===== src/rtl/lbuf_pkg.sv =====
// Shared types and default geometry for the line-buffer sequencer and the
// line buffer it drives. Keeping the defaults here lets the buffer instance
// and its controller agree on one set of numbers.
//   lbuf_state_t  : sequencer state encoding
//   LBUF_*        : default screen geometry and window depth
//   lines_width() : width of a counter that holds 0..depth-1
package lbuf_pkg;

  typedef enum logic [1:0] {
    IDLE   = 2'd0,
    FILL   = 2'd1,
    STREAM = 2'd2
  } lbuf_state_t;

  localparam int LBUF_SCREENWIDTH  = 1600;
  localparam int LBUF_SCREENHEIGHT = 900;
  localparam int LBUF_BUF_DEPTH    = 3;
  localparam int LBUF_XW           = 11;
  localparam int LBUF_YW           = 10;

  // A depth of 2 still needs one bit to count 0..1.
  function automatic int lines_width(input int depth);
    return (depth > 2) ? $clog2(depth) : 1;
  endfunction

endpackage


===== src/rtl/line_buffer_ctrl_edge_det.sv =====
// One-bit edge detector with a single history register.
// Ports:
//   clk, rst_n : clock, asynchronous active-low reset
//   i_d        : level input
//   o_rise     : i_d high now, low last cycle
//   o_fall     : i_d low now, high last cycle
module edge_det (
  input  logic clk,
  input  logic rst_n,
  input  logic i_d,
  output logic o_rise,
  output logic o_fall
);

  logic r_d;

  // Previous-cycle copy of the input.
  always_ff @(posedge clk or negedge rst_n) begin
    if (!rst_n) begin
      r_d <= 1'b0;
    end else begin
      r_d <= i_d;
    end
  end

  assign o_rise = i_d & ~r_d;
  assign o_fall = ~i_d & r_d;

endmodule


===== src/rtl/line_buffer_ctrl.sv =====
// Sequencer for the BUF_DEPTH-line video buffer. Turns dv/vs timing into the
// buffer's line_end (address hold), tracks pixel/line position and flags
// when the row window is fully populated.
// Ports:
//   clk, rst_n    : pixel clock, asynchronous active-low reset
//   dv_i          : active-video pixel valid
//   hs_i          : hsync (informational only)
//   vs_i          : vsync, rising edge starts a frame
//   line_end_o    : holds buffer address at 0 outside active pixels
//   win_valid_o   : window valid, one cycle after dv_i
//   x_o, y_o      : column / newest row of the window, aligned with win_valid_o
//   frame_done_o  : one-cycle pulse after the last line of a frame
//   len_err_o     : sticky line-length error
// Optional feature: LBUF_LEN_CHECK_EN enables line-length checking; without
// it len_err_o stays 0 and lines are counted regardless of length.
module line_buffer_ctrl
  import lbuf_pkg::*;
#(
  parameter int SCREENWIDTH  = LBUF_SCREENWIDTH,
  parameter int SCREENHEIGHT = LBUF_SCREENHEIGHT,
  parameter int BUF_DEPTH    = LBUF_BUF_DEPTH,
  parameter int XW           = LBUF_XW,
  parameter int YW           = LBUF_YW
) (
  input  logic          clk,
  input  logic          rst_n,
  input  logic          dv_i,
  input  logic          hs_i,
  input  logic          vs_i,
  output logic          line_end_o,
  output logic          win_valid_o,
  output logic [XW-1:0] x_o,
  output logic [YW-1:0] y_o,
  output logic          frame_done_o,
  output logic          len_err_o
);

  localparam int               LW         = lines_width(BUF_DEPTH);
  localparam logic [LW-1:0]    LINES_MAX  = LW'(BUF_DEPTH - 1);
  // Ending the line with this count fills the last row, so the next line streams.
  localparam logic [LW-1:0]    LINES_FULL = LW'(BUF_DEPTH - 2);
  localparam logic [XW-1:0]    PX_MAX     = {XW{1'b1}};
  localparam logic [XW-1:0]    PX_LINE    = XW'(SCREENWIDTH);
  localparam logic [YW-1:0]    Y_LAST     = YW'(SCREENHEIGHT - 1);

  lbuf_state_t   r_state, w_state_nxt;
  logic [LW-1:0] r_lines, w_lines_nxt;
  logic [YW-1:0] r_y, w_y_nxt;
  logic [XW-1:0] r_px, w_px_nxt;
  logic          r_len_err, w_len_err_nxt;
  logic          r_frame_done, w_frame_done_nxt;
  logic          r_win_valid;
  logic [XW-1:0] r_x;
  logic [YW-1:0] r_y_o;

  logic w_dv_rise, w_dv_fall, w_vs_rise, w_vs_fall;
  logic w_active, w_bad_len;
  logic w_unused;

  edge_det u_dv_edge (
    .clk    (clk),
    .rst_n  (rst_n),
    .i_d    (dv_i),
    .o_rise (w_dv_rise),
    .o_fall (w_dv_fall)
  );

  edge_det u_vs_edge (
    .clk    (clk),
    .rst_n  (rst_n),
    .i_d    (vs_i),
    .o_rise (w_vs_rise),
    .o_fall (w_vs_fall)
  );

  assign w_active = (r_state != IDLE);

`ifdef LBUF_LEN_CHECK_EN
  assign w_bad_len = (r_px != PX_LINE);
  assign w_unused  = ^{hs_i, w_dv_rise, w_vs_fall};
`else
  assign w_bad_len = 1'b0;
  assign w_unused  = ^{hs_i, w_dv_rise, w_vs_fall, PX_LINE};
`endif

  // Combinational so the buffer sees address 0 on the first pixel of each line.
  assign line_end_o = ~dv_i | (r_state == IDLE) | ~rst_n;

  // Next-state and counter update; a vs rise overrides any end of line.
  always_comb begin
    w_state_nxt      = r_state;
    w_lines_nxt      = r_lines;
    w_y_nxt          = r_y;
    w_px_nxt         = r_px;
    w_len_err_nxt    = r_len_err;
    w_frame_done_nxt = 1'b0;
    if (w_vs_rise) begin
      w_state_nxt = FILL;
      w_lines_nxt = {LW{1'b0}};
      w_y_nxt     = {YW{1'b0}};
      w_px_nxt    = {XW{1'b0}};
    end else if (w_active && w_dv_fall) begin
      w_px_nxt = {XW{1'b0}};
      w_y_nxt  = (r_y == Y_LAST) ? r_y : r_y + YW'(1);
      if (w_bad_len) begin
        w_len_err_nxt = 1'b1;
      end else begin
        w_len_err_nxt = r_len_err;
      end
      case (r_state)
        FILL: begin
          w_lines_nxt = (r_lines == LINES_MAX) ? r_lines : r_lines + LW'(1);
          if (r_lines >= LINES_FULL) begin
            w_state_nxt = STREAM;
          end else begin
            w_state_nxt = FILL;
          end
        end
        STREAM: begin
          if (w_bad_len) begin
            // Re-prime the window after a malformed line.
            w_state_nxt = FILL;
            w_lines_nxt = {LW{1'b0}};
          end else if (r_y == Y_LAST) begin
            w_state_nxt      = IDLE;
            w_frame_done_nxt = 1'b1;
          end else begin
            w_state_nxt = STREAM;
          end
        end
        default: begin
          w_state_nxt = r_state;
        end
      endcase
    end else if (w_active && dv_i) begin
      w_px_nxt = (r_px == PX_MAX) ? r_px : r_px + XW'(1);
    end else begin
      w_px_nxt = r_px;
    end
  end

  // Sequencer state and position counters.
  always_ff @(posedge clk or negedge rst_n) begin
    if (!rst_n) begin
      r_state      <= IDLE;
      r_lines      <= {LW{1'b0}};
      r_y          <= {YW{1'b0}};
      r_px         <= {XW{1'b0}};
      r_len_err    <= 1'b0;
      r_frame_done <= 1'b0;
    end else begin
      r_state      <= w_state_nxt;
      r_lines      <= w_lines_nxt;
      r_y          <= w_y_nxt;
      r_px         <= w_px_nxt;
      r_len_err    <= w_len_err_nxt;
      r_frame_done <= w_frame_done_nxt;
    end
  end

  // Window outputs, delayed one cycle to line up with the buffer's dv_o.
  always_ff @(posedge clk or negedge rst_n) begin
    if (!rst_n) begin
      r_win_valid <= 1'b0;
      r_x         <= {XW{1'b0}};
      r_y_o       <= {YW{1'b0}};
    end else begin
      r_win_valid <= dv_i && (r_state == STREAM);
      r_x         <= r_px;
      r_y_o       <= r_y;
    end
  end

  assign win_valid_o  = r_win_valid;
  assign x_o          = r_x;
  assign y_o          = r_y_o;
  assign frame_done_o = r_frame_done;
  assign len_err_o    = r_len_err;

endmodule


===== config.mk =====
export PLATFORM = sky130hd
export DESIGN_NAME = line_buffer_ctrl
export DESIGN_NICKNAME = d
export VERILOG_FILES = /design/src/rtl/lbuf_pkg.sv /design/src/rtl/line_buffer_ctrl_edge_det.sv /design/src/rtl/line_buffer_ctrl.sv
export SDC_FILE = /design/constraint.sdc
export NUM_CORES = 1
export LEC_CHECK = 0
export BUFFER_PORTS_ARGS = -buffer_cell sky130_fd_sc_hd__buf_2
export CAP_MARGIN = 40
export CORE_UTILIZATION = 40
export DETAILED_ROUTE_END_ITERATION = 10
export GPL_ROUTABILITY_DRIVEN = 0
export MAX_ROUTING_LAYER = met4
export RECOVER_POWER = 25
export SLEW_MARGIN = 10
export SYNTH_ARGS = -nofsm -noshare
export SYNTH_HDL_FRONTEND = slang
export SYNTH_HIERARCHICAL = 1
export SYNTH_SLANG_ARGS = --single-unit

===== constraint.sdc =====
create_clock -name clk -period 1.8 [get_ports clk]
set_clock_uncertainty 0.1 [all_clocks]
set_input_delay 0.18 -clock clk [delete_from_list [all_inputs] [get_ports clk]]
set_output_delay 0.18 -clock clk [all_outputs]
set_load 0.02 [all_outputs]

# Word-level counts from Yosys, hierarchy flattened
# Cells that the tools add are included.
[totals] register_bits=50 in_bits=5 out_inout_bits=25 wordCells=62
[op_classes] addsub=3 magnitude_cmp=1 n_eq_ne=8 mux=20 bitwise=7 reduce_logical=13
[op_table] cell="$mux 11" n=4
[op_table] cell="$mux 10" n=3
[op_table] cell="$mux 2" n=8
[op_table] cell="$add 11x1->11 const B" n=1
[op_table] cell="$eq 11x11->1 const B" n=1
[op_table] cell="$add 10x1->10 const B" n=1
[op_table] cell="$eq 10x10->1 const B" n=1
[op_table] cell="$reduce_and 2->1" n=3
[op_table] cell="$reduce_bool 2->1" n=3
[op_table] cell="$reduce_bool 3->1" n=2
[op_table] cell="$eq 2x2->1 const B" n=2
[op_table] cell="$mux 1" n=4
[op_table] cell="$ne 2x1->1 const B" n=2
[op_table] cell="$pmux 2 s2" n=1
[op_table] cell="$logic_and 1x1->1" n=3
[op_table] cell="$ne 3x2->1 const B" n=1
[op_table] cell="$not 1->1" n=3
[op_table] cell="$reduce_and 3->1" n=1
[op_table] cell="$add 2x1->2 const B" n=1
[op_table] cell="$and 1x1->1" n=2
[op_table] cell="$eq 2x1->1 const B" n=1
[op_table] cell="$ge 2x1->1 const B" n=1
[op_table] cell="$logic_not 2->1" n=1
[op_table] cell="$or 1x1->1" n=2

# Longest topological paths before layout
# Gate-level depths: netlist of the first run.
[depth] depth_word=5 mapped_depth=6 depth_no_buf=5

# Modules after synthesis
# Netlist of the first run, hierarchy kept.
[by_module_without_submodules] module="line_buffer_ctrl" instances=1 cells_each=178 area_per_inst_um2=1986.9 seq_area_each_um2=1201.2
[by_module_without_submodules] module="edge_det" instances=2 cells_each=3 area_per_inst_um2=40.0 seq_area_each_um2=25.0

# Worst setup path before layout of the first run
# Ideal clock, no wire load.
[synth_path] kind="flip-flop to flip-flop" startpoint="register r_y[0]" endpoint="register r_y[2]" setup_time_ns=0.078 arrival_ns=1.417 t_required_ns=1.622 setup_slack_ns=0.205 stages_incl_launch_ff=6 n_path_buf=0 synth_period_minus_slack_ns=1.595 path_cell_list="dfrtp_1 -> ha_1 -> nor4bb_1 -> nand3_1 -> or3b_2 -> a21oi_1"
[synth_between] elab_chain_len=4 word_cells_on_any_way=7 cone_classes="add/sub (1); eq/ne (2); mux (3); reduce/logical (1)"
[synth_rtl] item="from (decl)" line="line_buffer_ctrl.sv:48" source="logic [YW-1:0] r_y, w_y_nxt;"
[synth_rtl] item="from (signal assigned)" line="line_buffer_ctrl.sv:147" source="r_y <= {YW{1'b0}};"
[synth_rtl] item="from (signal assigned)" line="line_buffer_ctrl.sv:154" source="r_y <= w_y_nxt;"
[synth_rtl] item="$add 10x1->10" line="line_buffer_ctrl.sv:104" source="w_y_nxt = (r_y == Y_LAST) ? r_y : r_y + YW'(1);"
[synth_rtl] item="$mux 10" line="line_buffer_ctrl.sv:104"
[synth_rtl] item="$mux 10" line="line_buffer_ctrl.sv:102" source="end else if (w_active && w_dv_fall) begin"
[synth_rtl] item="$mux 10" line="line_buffer_ctrl.sv:97" source="if (w_vs_rise) begin"
# Parallel ways exist; a longest one is shown, timed or not. The select of a mux whose other input is x is not followed.
# A chain may end at the register's enable or synchronous reset.

# Worst setup path after layout of the first run
[layout_path] startpoint="register r_px[1]" endpoint="register r_px[5]"
[layout_between] elab_chain_len=5 word_cells_on_any_way=8 cone_classes="add/sub (1); eq/ne (2); mux (4); reduce/logical (1)"
[layout_rtl] item="from (decl)" line="line_buffer_ctrl.sv:49" source="logic [XW-1:0] r_px, w_px_nxt;"
[layout_rtl] item="from (signal assigned)" line="line_buffer_ctrl.sv:148" source="r_px <= {XW{1'b0}};"
[layout_rtl] item="from (signal assigned)" line="line_buffer_ctrl.sv:155" source="r_px <= w_px_nxt;"
[layout_rtl] item="$add 11x1->11" line="line_buffer_ctrl.sv:136" source="w_px_nxt = (r_px == PX_MAX) ? r_px : r_px + XW'(1);"
[layout_rtl] item="$mux 11" line="line_buffer_ctrl.sv:136"
[layout_rtl] item="$mux 11" line="line_buffer_ctrl.sv:135" source="end else if (w_active && dv_i) begin"
[layout_rtl] item="$mux 11" line="line_buffer_ctrl.sv:102"
[layout_rtl] item="$mux 11" line="line_buffer_ctrl.sv:97"
# Parallel ways exist; a longest one is shown, timed or not. The select of a mux whose other input is x is not followed.

==> reports/qor.yml, run 1 <==
timing:
  setup_viol: 0
  final_worst_path_period_share: 0.944
  timing.final.crit_period_ps: 1700
  slew_headroom: 0.603
  finalSetupTns_ps: 0
  fmax_achieved_ghz: 0.588
  drv_slew: 0
  finalHoldViolations: 0
  grt_setup_unrepaired: "no"
  worst_pin_slew_ps: 596
worst_setup_path:
  worst-r2r-setup-slack_ps: 100
  crit_path_start: "r_px[1]$_DFFE_PN0P_"
  r2r_worst_path_depth: 5
  cp_data_arrival_time_ps: 1820
  cells_traversed_along_the_worst_timing_path: "ha_1 -> nand4_1 -> nor3_1 -> or4_1 -> a21oi_1"
  cp.required_ps: 1920
  crit_path_end_kind: "flop"
  endpoint: "r_px[5]$_DFFE_PN0P_"
  max_stage_delay_ps: 470
  slowest_stage: "sky130_fd_sc_hd__or4_1"
  critical_path.max_fanout: 4
  timing_worst_setup_path_type: "reg2reg"
  startpoint_type: "flop"
  critical_path.reg2reg.endpoint: "r_px[5]$_DFFE_PN0P_"
  crit-reg2reg-launch: "r_px[1]$_DFFE_PN0P_"
routing:
  drtPass1Iterations: 4
  dr_total_vias: 1406
  detail_route.drc_violations: 0
  ant_nets: 0
  drt_first_iter_violations: 83
  drt-vias-per-instance: 4.87
  drt-total-wl_um: 3510
  wl_per_cell_um: 12.1
power:
  worst_ir_drop_vdd_mv: 0.587
  standby_leakage_power_nw: 1.15
  power_per_cell_area_nw_per_um2: 1110
clock_network:
  number_of_sinks_handled_by_clock_tree_synthesis: 50
  ctsRootBufferMaster: "sky130_fd_sc_hd__clkbuf_8"
  cts_tree: "built"
  cts.reportedPaths.clkPinSlew_ps: 90
  clk_lat_worst_skew_ps: 290
  numCtsBuffers: 5
  htree_num_levels: 2
  deepest_clock_path_buffer_count: 2
global_route:
  grt_util_all_layers: 0.154
  grt_antenna_before_repair: 0
  grt_overflow: 0
  wire_length_of_the_first_global_routing_pass_um: 6040
  grt_max_degree: 51
  number_of_global_route_vias_before_repair: 1272
final_layout:
  synthToLayoutAreaGrowth_pct: 19.0
  antenna-diode-count: 0
  nNetsFinal: 231
  drive_above_1_share: 0.198
  design_area_um2: 2440
synthesis:
  ys.warnings.count: 6
  syn-num-nets: 191
  synth_area_um2: 2050
  syn_avg_cell_area_um2: 11.3
  postSynthCellCount: 182
place:
  detailed_place.area_um2: 2290
  detailed_place_hpwl_um: 2470
  total_of_buffers_placed_on_input_and_output_ports: 27
die:
  die_area_um2: 5420
  placementRows: 25
  effective_utilization_at_floorplan: 0.426
  overall_die_width_um: 73.6
  floorplan.io_pins: 30
  die-height_um: 73.6
  core_um2: 4820
run_status:
  run_status: "completed"
worst_hold_path:
  worst_hold_path_type: "in2reg"
job:
  max_cap_violations: 0
## metrics by stage
step / instances / hold WS [ps] / worst slack [ps] / total power, mW / util
floorplan: 182 / -216 / 205 / 1.75 / -
global placement: 278 / 201 / 112 / 1.92 / 0.476
detailed placement: 278 / 205 / 73.4 / 1.94 / 0.476
CTS: 288 / 31.4 / 50.8 / 2.73 / 0.506
global route: 289 / 95.6 / 11.7 / 2.89 / 0.507
finish: 289 / 80.1 / 101 / 2.72 / 0.507
## metal layers
layer  vias up  global-route usage  routed length (um)
met3         2              0.0412                 103
li1        723                   -                   -
met2        25               0.212                1490
met1       656               0.219                1890
met4         0              0.0513                  22
met5         -                   -                   0
## layout make-up
cell class	count	area, um2
fillers	481	2380
flip-flops and latches	50	1250
multi-input cells	120	749
repair buffers	39	219
well taps	67	83.8
clock buffers	6	82.6
clock inverters	1	30.0
inverters	6	22.5
## power by group
part / switching [mW] / internal (mW)
logic: 0.316 / 0.240
registers: 0.112 / 1.26
clock network: 0.348 / 0.445
## critical path, delay by kind of cell (launching register included)
kind                       cells  cell delay (ps)
AOI/OAI and AO/OA              1              150
adders and majority gates      1              230
and+or+nand+nor                3              740
DFF                            1              420
## cells in the final DEF (no fill, tap or decap), types with 4 or more instances in the layout
| cell | n |
|---|---|
| sky130_fd_sc_hd__buf_2 | 19 |
| sky130_fd_sc_hd__nand4_1 | 6 |
| sky130_fd_sc_hd__clkbuf_8 | 6 |
| sky130_fd_sc_hd__nand2_1 | 18 |
| sky130_fd_sc_hd__nor2_1 | 18 |
| sky130_fd_sc_hd__clkbuf_1 | 9 |
| sky130_fd_sc_hd__nand3_1 | 4 |
| sky130_fd_sc_hd__inv_1 | 6 |
| sky130_fd_sc_hd__dfrtp_1 | 48 |
| sky130_fd_sc_hd__a21oi_1 | 5 |
| sky130_fd_sc_hd__nor3_1 | 7 |
| sky130_fd_sc_hd__xnor2_1 | 5 |
| sky130_fd_sc_hd__o21ai_0 | 5 |
| sky130_fd_sc_hd__mux2i_1 | 5 |
| sky130_fd_sc_hd__buf_4 | 8 |
## how the worst min path moves through the flow
stage | slack, ps | end | depth (start not counted) | start
floorplan | -220 | frame_done_o$_DFF_PN0_ | 0 | rst_n
global placement | 200 | u_vs_edge/r_d$_DFF_PN0_ | 1 | vs_i
detailed placement | 210 | u_vs_edge/r_d$_DFF_PN0_ | 1 | vs_i
CTS | 30 | win_valid_o$_DFF_PN0_ | 3 | dv_i
global route | 100 | win_valid_o$_DFF_PN0_ | 3 | dv_i
finish | 80 | win_valid_o$_DFF_PN0_ | 3 | dv_i
## flip-flops by register name (all words and copies together), names as in the netlist, 2 cells and up
signal	count
r_px	11
x_o	11
r_y	10
y_o	10
r_lines	2
r_state	2
## what timing repair did
| action | 4_1_cts | 5_1_grt |
|---|---|---|
| hold endpoints to repair | 52 | 0 |
| resized for setup | 0 | 4 |
| endpoints found under the setup margin | 0 | 6 |
| setup buffers | 0 | 1 |
| hold buffers | 3 | 0 |
Note: power is estimated with default switching activity, not from simulation.
==> inputs of run 2 (changes only) <==
--- a/config.mk
+++ b/config.mk
@@ -7,10 +7,11 @@
 export LEC_CHECK = 0
 export BUFFER_PORTS_ARGS = -buffer_cell sky130_fd_sc_hd__buf_2
 export CAP_MARGIN = 40
-export CORE_UTILIZATION = 40
+export CORE_UTILIZATION = 55
 export DETAILED_ROUTE_END_ITERATION = 10
 export GPL_ROUTABILITY_DRIVEN = 0
 export MAX_ROUTING_LAYER = met4
+export PLACE_DENSITY = 0.77
 export RECOVER_POWER = 25
 export SLEW_MARGIN = 10
 export SYNTH_ARGS = -nofsm -noshare
==> reports/qor.yml, run 2 (synthesis gave the netlist of run 1 again) <==
run_status:
  run_status: "completed"
global_route:
  grt_overflow: 0  # unchanged
  grt_util_all_layers: 0.217  # +0.0626
  wire_length_of_the_first_global_routing_pass_um: 6360  # +5.2%
  grt_max_degree: 51  # unchanged
  grt_antenna_before_repair: 0  # unchanged
  number_of_global_route_vias_before_repair: 1366  # +7.4%
final_layout:
  synthToLayoutAreaGrowth_pct: 19.3
  final_core_util: 0.711  # +0.205
  final_cell_mix: "49 x sky130_fd_sc_hd__dfrtp_1, 26 x sky130_fd_sc_hd__buf_2, 18 x sky130_fd_sc_hd__nor2_1, 18 x sky130_fd_sc_hd__nand2_1"
  nNetsFinal: 230  # -0.43%
  layout_commonest_cell: "sky130_fd_sc_hd__dfrtp_1"
  antenna-diode-count: 0  # unchanged
  drive_above_1_share: 0.230  # +0.0315
die:
  core_um2: 3440  # -29%
  effective_utilization_at_floorplan: 0.596  # +0.170
  die_area_um2: 3980  # -27%
  die-height_um: 63.1  # -14%
  overall_die_width_um: 63.1  # -14%
  placementRows: 21  # -16%
  floorplan.io_pins: 30  # unchanged
job:
  max_cap_violations: 0  # unchanged
clock_network:
  clk_lat_worst_skew_ps: 290  # about the same
  number_of_sinks_handled_by_clock_tree_synthesis: 50  # unchanged
  deepest_clock_path_buffer_count: 2  # unchanged
  cts.reportedPaths.clkPinSlew_ps: 90  # about the same
  htree_num_levels: 2  # unchanged
  ctsRootBufferMaster: "sky130_fd_sc_hd__clkbuf_8"
  cts_tree: "built"
  numCtsBuffers: 5  # unchanged
routing:
  drt-total-wl_um: 3790  # +7.9%
  dr_total_vias: 1479  # +5.2%
  wl_per_cell_um: 14.1  # +16%
  drt_first_iter_violations: 91  # +9.6%
  ant_nets: 0  # unchanged
  detail_route.drc_violations: 0  # unchanged
  drtPass1Iterations: 4  # unchanged
  drt-vias-per-instance: 5.52  # +13%
timing:
  worst_pin_slew_ps: 588  # -7.44 ps
  finalHoldViolations: 0  # unchanged
  fmax_achieved_ghz: 0.578  # -1.7%
  timing.final.crit_period_ps: 1730  # +29.6 ps
  setup_viol: 0  # unchanged
  slew_headroom: 0.608  # +0.00496
  finalSetupTns_ps: 0  # unchanged
  final_worst_path_period_share: 0.961  # +0.0164
  drv_slew: 0  # unchanged
worst_setup_path:
  startpoint_type: "flop"
  timing_worst_setup_path_type: "reg2reg"
  cp_data_arrival_time_ps: 1850  # +30 ps
  slowest_stage: "sky130_fd_sc_hd__or3b_2"
  critical_path.max_fanout: 3  # -1
  cp.required_ps: 1920  # about the same
  crit_path_end_kind: "flop"
  worst-r2r-setup-slack_ps: 70  # -30 ps
  cells_traversed_along_the_worst_timing_path: "ha_1 -> nor4bb_2 -> nand3_1 -> or3b_2 -> a21oi_1"
  max_stage_delay_ps: 460  # about the same
power:
  standby_leakage_power_nw: 1.20  # +3.9%
  post_route_total_power_mw: 2.91  # +6.8%
  power_per_cell_area_nw_per_um2: 1190  # +6.5%
  worst_ir_drop_vdd_mv: 0.713  # +22%
worst_hold_path:
  worst_hold_path_type: "in2reg"
place:
  total_of_buffers_placed_on_input_and_output_ports: 27  # unchanged
  detailed_place_hpwl_um: 2610  # +5.7%
run 2: changes by cell type in the layout (fill, tap and decap cells not counted):
| cell | change |
|---|---|
| sky130_fd_sc_hd__dfrtp_2 | -1 |
| sky130_fd_sc_hd__buf_2 | +7 |
| sky130_fd_sc_hd__clkbuf_1 | -8 |
| sky130_fd_sc_hd__buf_4 | -1 |
| sky130_fd_sc_hd__clkbuf_4 | +1 |
| sky130_fd_sc_hd__dfrtp_1 | +1 |
| sky130_fd_sc_hd__bufinv_16 | +1 |
run 2: what timing repair did:
item,4_1_cts,5_1_grt
resized for setup,0,3
endpoints found under the setup margin,0,9
hold endpoints to repair,52,0
hold buffers,3,0
buffers inserted,0,4
run 2: worst paths after layout:
kind | startpoint | endpoint | cells after the start
min | dv_i | win_valid_o$_DFF_PN0_ | 3
min in group asynchronous | rst_n | x_o[10]$_DFF_PN0_ | 3
max reg2reg | r_y[0]$_DFFE_PN0P_ | r_y[2]$_DFFE_PN0P_ | 5
max | r_y[0]$_DFFE_PN0P_ | r_y[2]$_DFFE_PN0P_ | 5
min reg2reg | r_y[0]$_DFFE_PN0P_ | y_o[0]$_DFF_PN0_ | 0
max in group asynchronous | rst_n | r_px[3]$_DFFE_PN0P_ | 3
run 2: layout make-up:
| type | count | area, um2 |
|---|---|---|
| Fill cell | 255 | 993 |
| Clock buffer | 6 | 82.6 |
| Inverter | 6 | 22.5 |
| Clock inverter | 2 | 60.1 |
| Multi-Input combinational cell | 120 | 749 |
| Timing Repair Buffer | 38 | 224 |
| Sequential cell | 50 | 1250 |
| Tap cell | 46 | 57.6 |
run 2: worst max-delay path, delay by kind of cell (launching register included):
family,cells,cell delay [ps]
AO/OA/AOI/OAI,1,120
flip-flops,1,410
AND/OR/NAND/NOR,3,790
adder cells (fa/ha/maj),1,230
run 2: through the flow:
stage               instances  area (um2)  hold slack [ps]  worst slack [ps]
finish                    268        2450             96.7              71.0
global route              268        2450              125             -25.7
CTS                       264        2410             47.1              51.5
detailed placement        253        2240              207              78.5
global placement          253        2240              198               121
floorplan                 182        2050             -216               205
run 2: report_power, final:
part / internal, mW / total (mW) / switching, mW
registers: 1.26 / 1.38 / 0.121
logic: 0.259 / 0.592 / 0.333
clock network: 0.592 / 0.935 / 0.343
run 2: metal layers:
layer	vias to the layer above	part of all wire	track usage
met5	-	0	-
met4	0	0.0095	0.0698
met3	6	0.041	0.0435
met2	39	0.47	0.332
met1	721	0.48	0.291
li1	713	-	-
==> inputs of run 3 (changes only) <==
--- a/config.mk
+++ b/config.mk
@@ -7,6 +7,7 @@
 export LEC_CHECK = 0
 export BUFFER_PORTS_ARGS = -buffer_cell sky130_fd_sc_hd__buf_2
 export CAP_MARGIN = 40
+export CORE_MARGIN = 2
 export CORE_UTILIZATION = 55
 export DETAILED_ROUTE_END_ITERATION = 10
 export GPL_ROUTABILITY_DRIVEN = 0
==> reports/qor.yml, run 3 (synthesis gave the netlist of run 1 again) <==
worst_setup_path:
  timing_worst_setup_path_type: "reg2reg"
  crit-reg2reg-launch: "r_y[1]$_DFFE_PN0P_"
  crit_path_end_kind: "flop"
  critical_path.max_fanout: 4  # +1
  cp_data_arrival_time_ps: 1880  # +30 ps
  cells_traversed_along_the_worst_timing_path: "ha_1 -> nor4bb_2 -> nand3_1 -> or3b_2 -> a21oi_1"
  worst-r2r-setup-slack_ps: 40  # -30 ps
  startpoint_type: "flop"
  max_stage_delay_ps: 460  # about the same
  crit_path_start: "r_y[1]$_DFFE_PN0P_"
  slowest_stage: "sky130_fd_sc_hd__or3b_2"
  cp.required_ps: 1930  # about the same
worst_hold_path:
  worst_hold_path_type: "in2reg"
  hold_path.startpoint: "dv_i"
routing:
  m1WireLength_um: 1620  # -10%
  dr_total_vias: 1462  # -1.1%
  drt-total-wl_um: 3640  # -3.9%
  drt-vias-per-instance: 5.46  # -1.1%
  wl_per_cell_um: 13.6  # -3.9%
  ant_nets: 0  # unchanged
  drtPass1Iterations: 4  # unchanged
  routed.top_layer: "met4"
  drt_first_iter_violations: 66  # -27%
  detail_route.drc_violations: 0  # unchanged
  route.met3.wl_um: 181  # +17%
  wl_met2_um: 1730  # -3.2%
global_route:
  grt_max_degree: 51  # unchanged
  wire_length_of_the_first_global_routing_pass_um: 6330  # -0.42%
  grt_antenna_before_repair: 0  # unchanged
  grt_overflow: 0  # unchanged
  number_of_global_route_vias_before_repair: 1415  # +3.6%
  grt_util_all_layers: 0.204  # -0.0124
timing:
  fmax_achieved_ghz: 0.570  # -1.5%
  worst_pin_slew_ps: 582  # -5.88 ps
  drv_slew: 0  # unchanged
  slew_headroom: 0.612  # +0.00392
  setup_viol: 0  # unchanged
  hold_ws_ps: 88.7  # -8.04 ps
  finalHoldViolations: 0  # unchanged
  timing.final.crit_period_ps: 1760  # +26.0 ps
  final_worst_path_period_share: 0.975  # +0.0144
die:
  effective_utilization_at_floorplan: 0.565  # -0.0314
  core_um2: 3630  # +5.6%
  die-height_um: 65.1  # +3.2%
  placementRows: 22  # +4.8%
  die_area_um2: 4240  # +6.4%
  overall_die_width_um: 65.1  # +3.2%
  floorplan.io_pins: 30  # unchanged
power:
  standby_leakage_power_nw: 1.12  # -6.2%
  swShare: 0.304  # +0.0296
  power.clock.fraction: 0.253  # -0.069
  worst_ir_drop_vdd_mv: 0.678  # -4.9%
  total_switching_power_mw: 0.774  # -3.0%
  power.share.sequential: 0.542  # +0.068
  internal_power_mw: 1.77  # -16%
  power_per_cell_area_nw_per_um2: 1080  # -9.2%
  pwr-share-comb: 0.205  # about the same
clock_network:
  numCtsBuffers: 5  # unchanged
  deepest_clock_path_buffer_count: 2  # unchanged
  ctsRootBufferMaster: "sky130_fd_sc_hd__clkbuf_8"
  clk_lat_worst_skew_ps: 300  # about the same
  number_of_sinks_handled_by_clock_tree_synthesis: 50  # unchanged
  cts.reportedPaths.clkPinSlew_ps: 80  # about the same
  cts_tree: "built"
  htree_num_levels: 2  # unchanged
place:
  detailed_place_hpwl_um: 2530  # -2.9%
  total_of_buffers_placed_on_input_and_output_ports: 27  # unchanged
  detailed_place.area_um2: 2250  # +0.45%
  placedCellCount: 256  # +1.2%
final_layout:
  nNetsFinal: 228  # -0.87%
  drive_above_1_share: 0.168  # -0.0615
  layout_commonest_cell: "sky130_fd_sc_hd__dfrtp_1"
  final_cell_mix: "50 x sky130_fd_sc_hd__dfrtp_1, 19 x sky130_fd_sc_hd__buf_2, 18 x sky130_fd_sc_hd__nor2_1, 18 x sky130_fd_sc_hd__nand2_1, 12 x sky130_fd_sc_hd__clkbuf_1"
  design_area_um2: 2360  # -3.5%
  antenna-diode-count: 0  # unchanged
  synthToLayoutAreaGrowth_pct: 15.2
  n_fill_cell: 307  # +20%
  final-instance-count-excl-fill: 268  # unchanged
job:
  max_cap_violations: 0  # unchanged
run_status:
  run_status: "completed"
run 3: path summary, 6_finish.rpt:
| path | to | cells after the start |
|---|---|---|
| worst max-delay path | r_y[2]$_DFFE_PN0P_ | 5 |
| worst min-delay path | win_valid_o$_DFF_PN0_ | 3 |
| worst max register to register | r_y[2]$_DFFE_PN0P_ | 5 |
| worst min register to register | y_o[9]$_DFF_PN0_ | 0 |
| max in group asynchronous | r_y[7]$_DFFE_PN0P_ | 3 |
| min in group asynchronous | y_o[8]$_DFF_PN0_ | 3 |
run 3: metal layers:
| metal | vias to the layer above | global-route usage |
|---|---|---|
| met4 | 0 | 0.0859 |
| met2 | 31 | 0.314 |
| met1 | 717 | 0.258 |
| met3 | 7 | 0.0556 |
| li1 | 707 | - |
| met5 | - | - |
run 3: area by class of cell:
| type | count | area [um2] | area share |
|---|---|---|---|
| well taps | 48 | 60.1 | 0.0254 |
| inverters | 6 | 22.5 | 0.00953 |
| clock buffers | 7 | 86.3 | 0.0365 |
| flip-flops and latches | 50 | 1250 | 0.529 |
| repair buffers | 36 | 189 | 0.0799 |
| clock inverters | 1 | 5.00 | 0.00212 |
| multi-input cells | 120 | 749 | 0.317 |
run 3: power groups by stage:
stage,clock network (mW),registers (mW),logic [mW]
after global routing,0.720,1.40,0.584
after global placement,0,1.39,0.486
final,0.644,1.38,0.522
after CTS,0.664,1.38,0.527
after detailed placement,0,1.40,0.515
after floorplan,0,1.42,0.331
run 3: worst max-delay path: cells and delay by family (launching register included):
kind                     cells  cell delay, ps
AND/OR/NAND/NOR              3             800
flip-flops                   1             420
AO/OA/AOI/OAI                1             130
adder cells (fa/ha/maj)      1             230
run 3: timing repair:
action                     in CTS  in global routing
hold buffers                    3                  0
setup endpoints to repair       0                  6
resized for setup               0                  2
hold endpoints to repair       52                  0
setup buffers                   0                  1
run 3: through the flow:
step	util	setup WS [ps]	TNS, ps	power, mW
finish	0.650	45.0	0	2.55
global placement	0.618	126	0	1.88
floorplan	-	205	0	1.75
global route	0.650	-46.8	-90.2	2.70
CTS	0.652	49.2	0	2.57
detailed placement	0.618	70.1	0	1.92
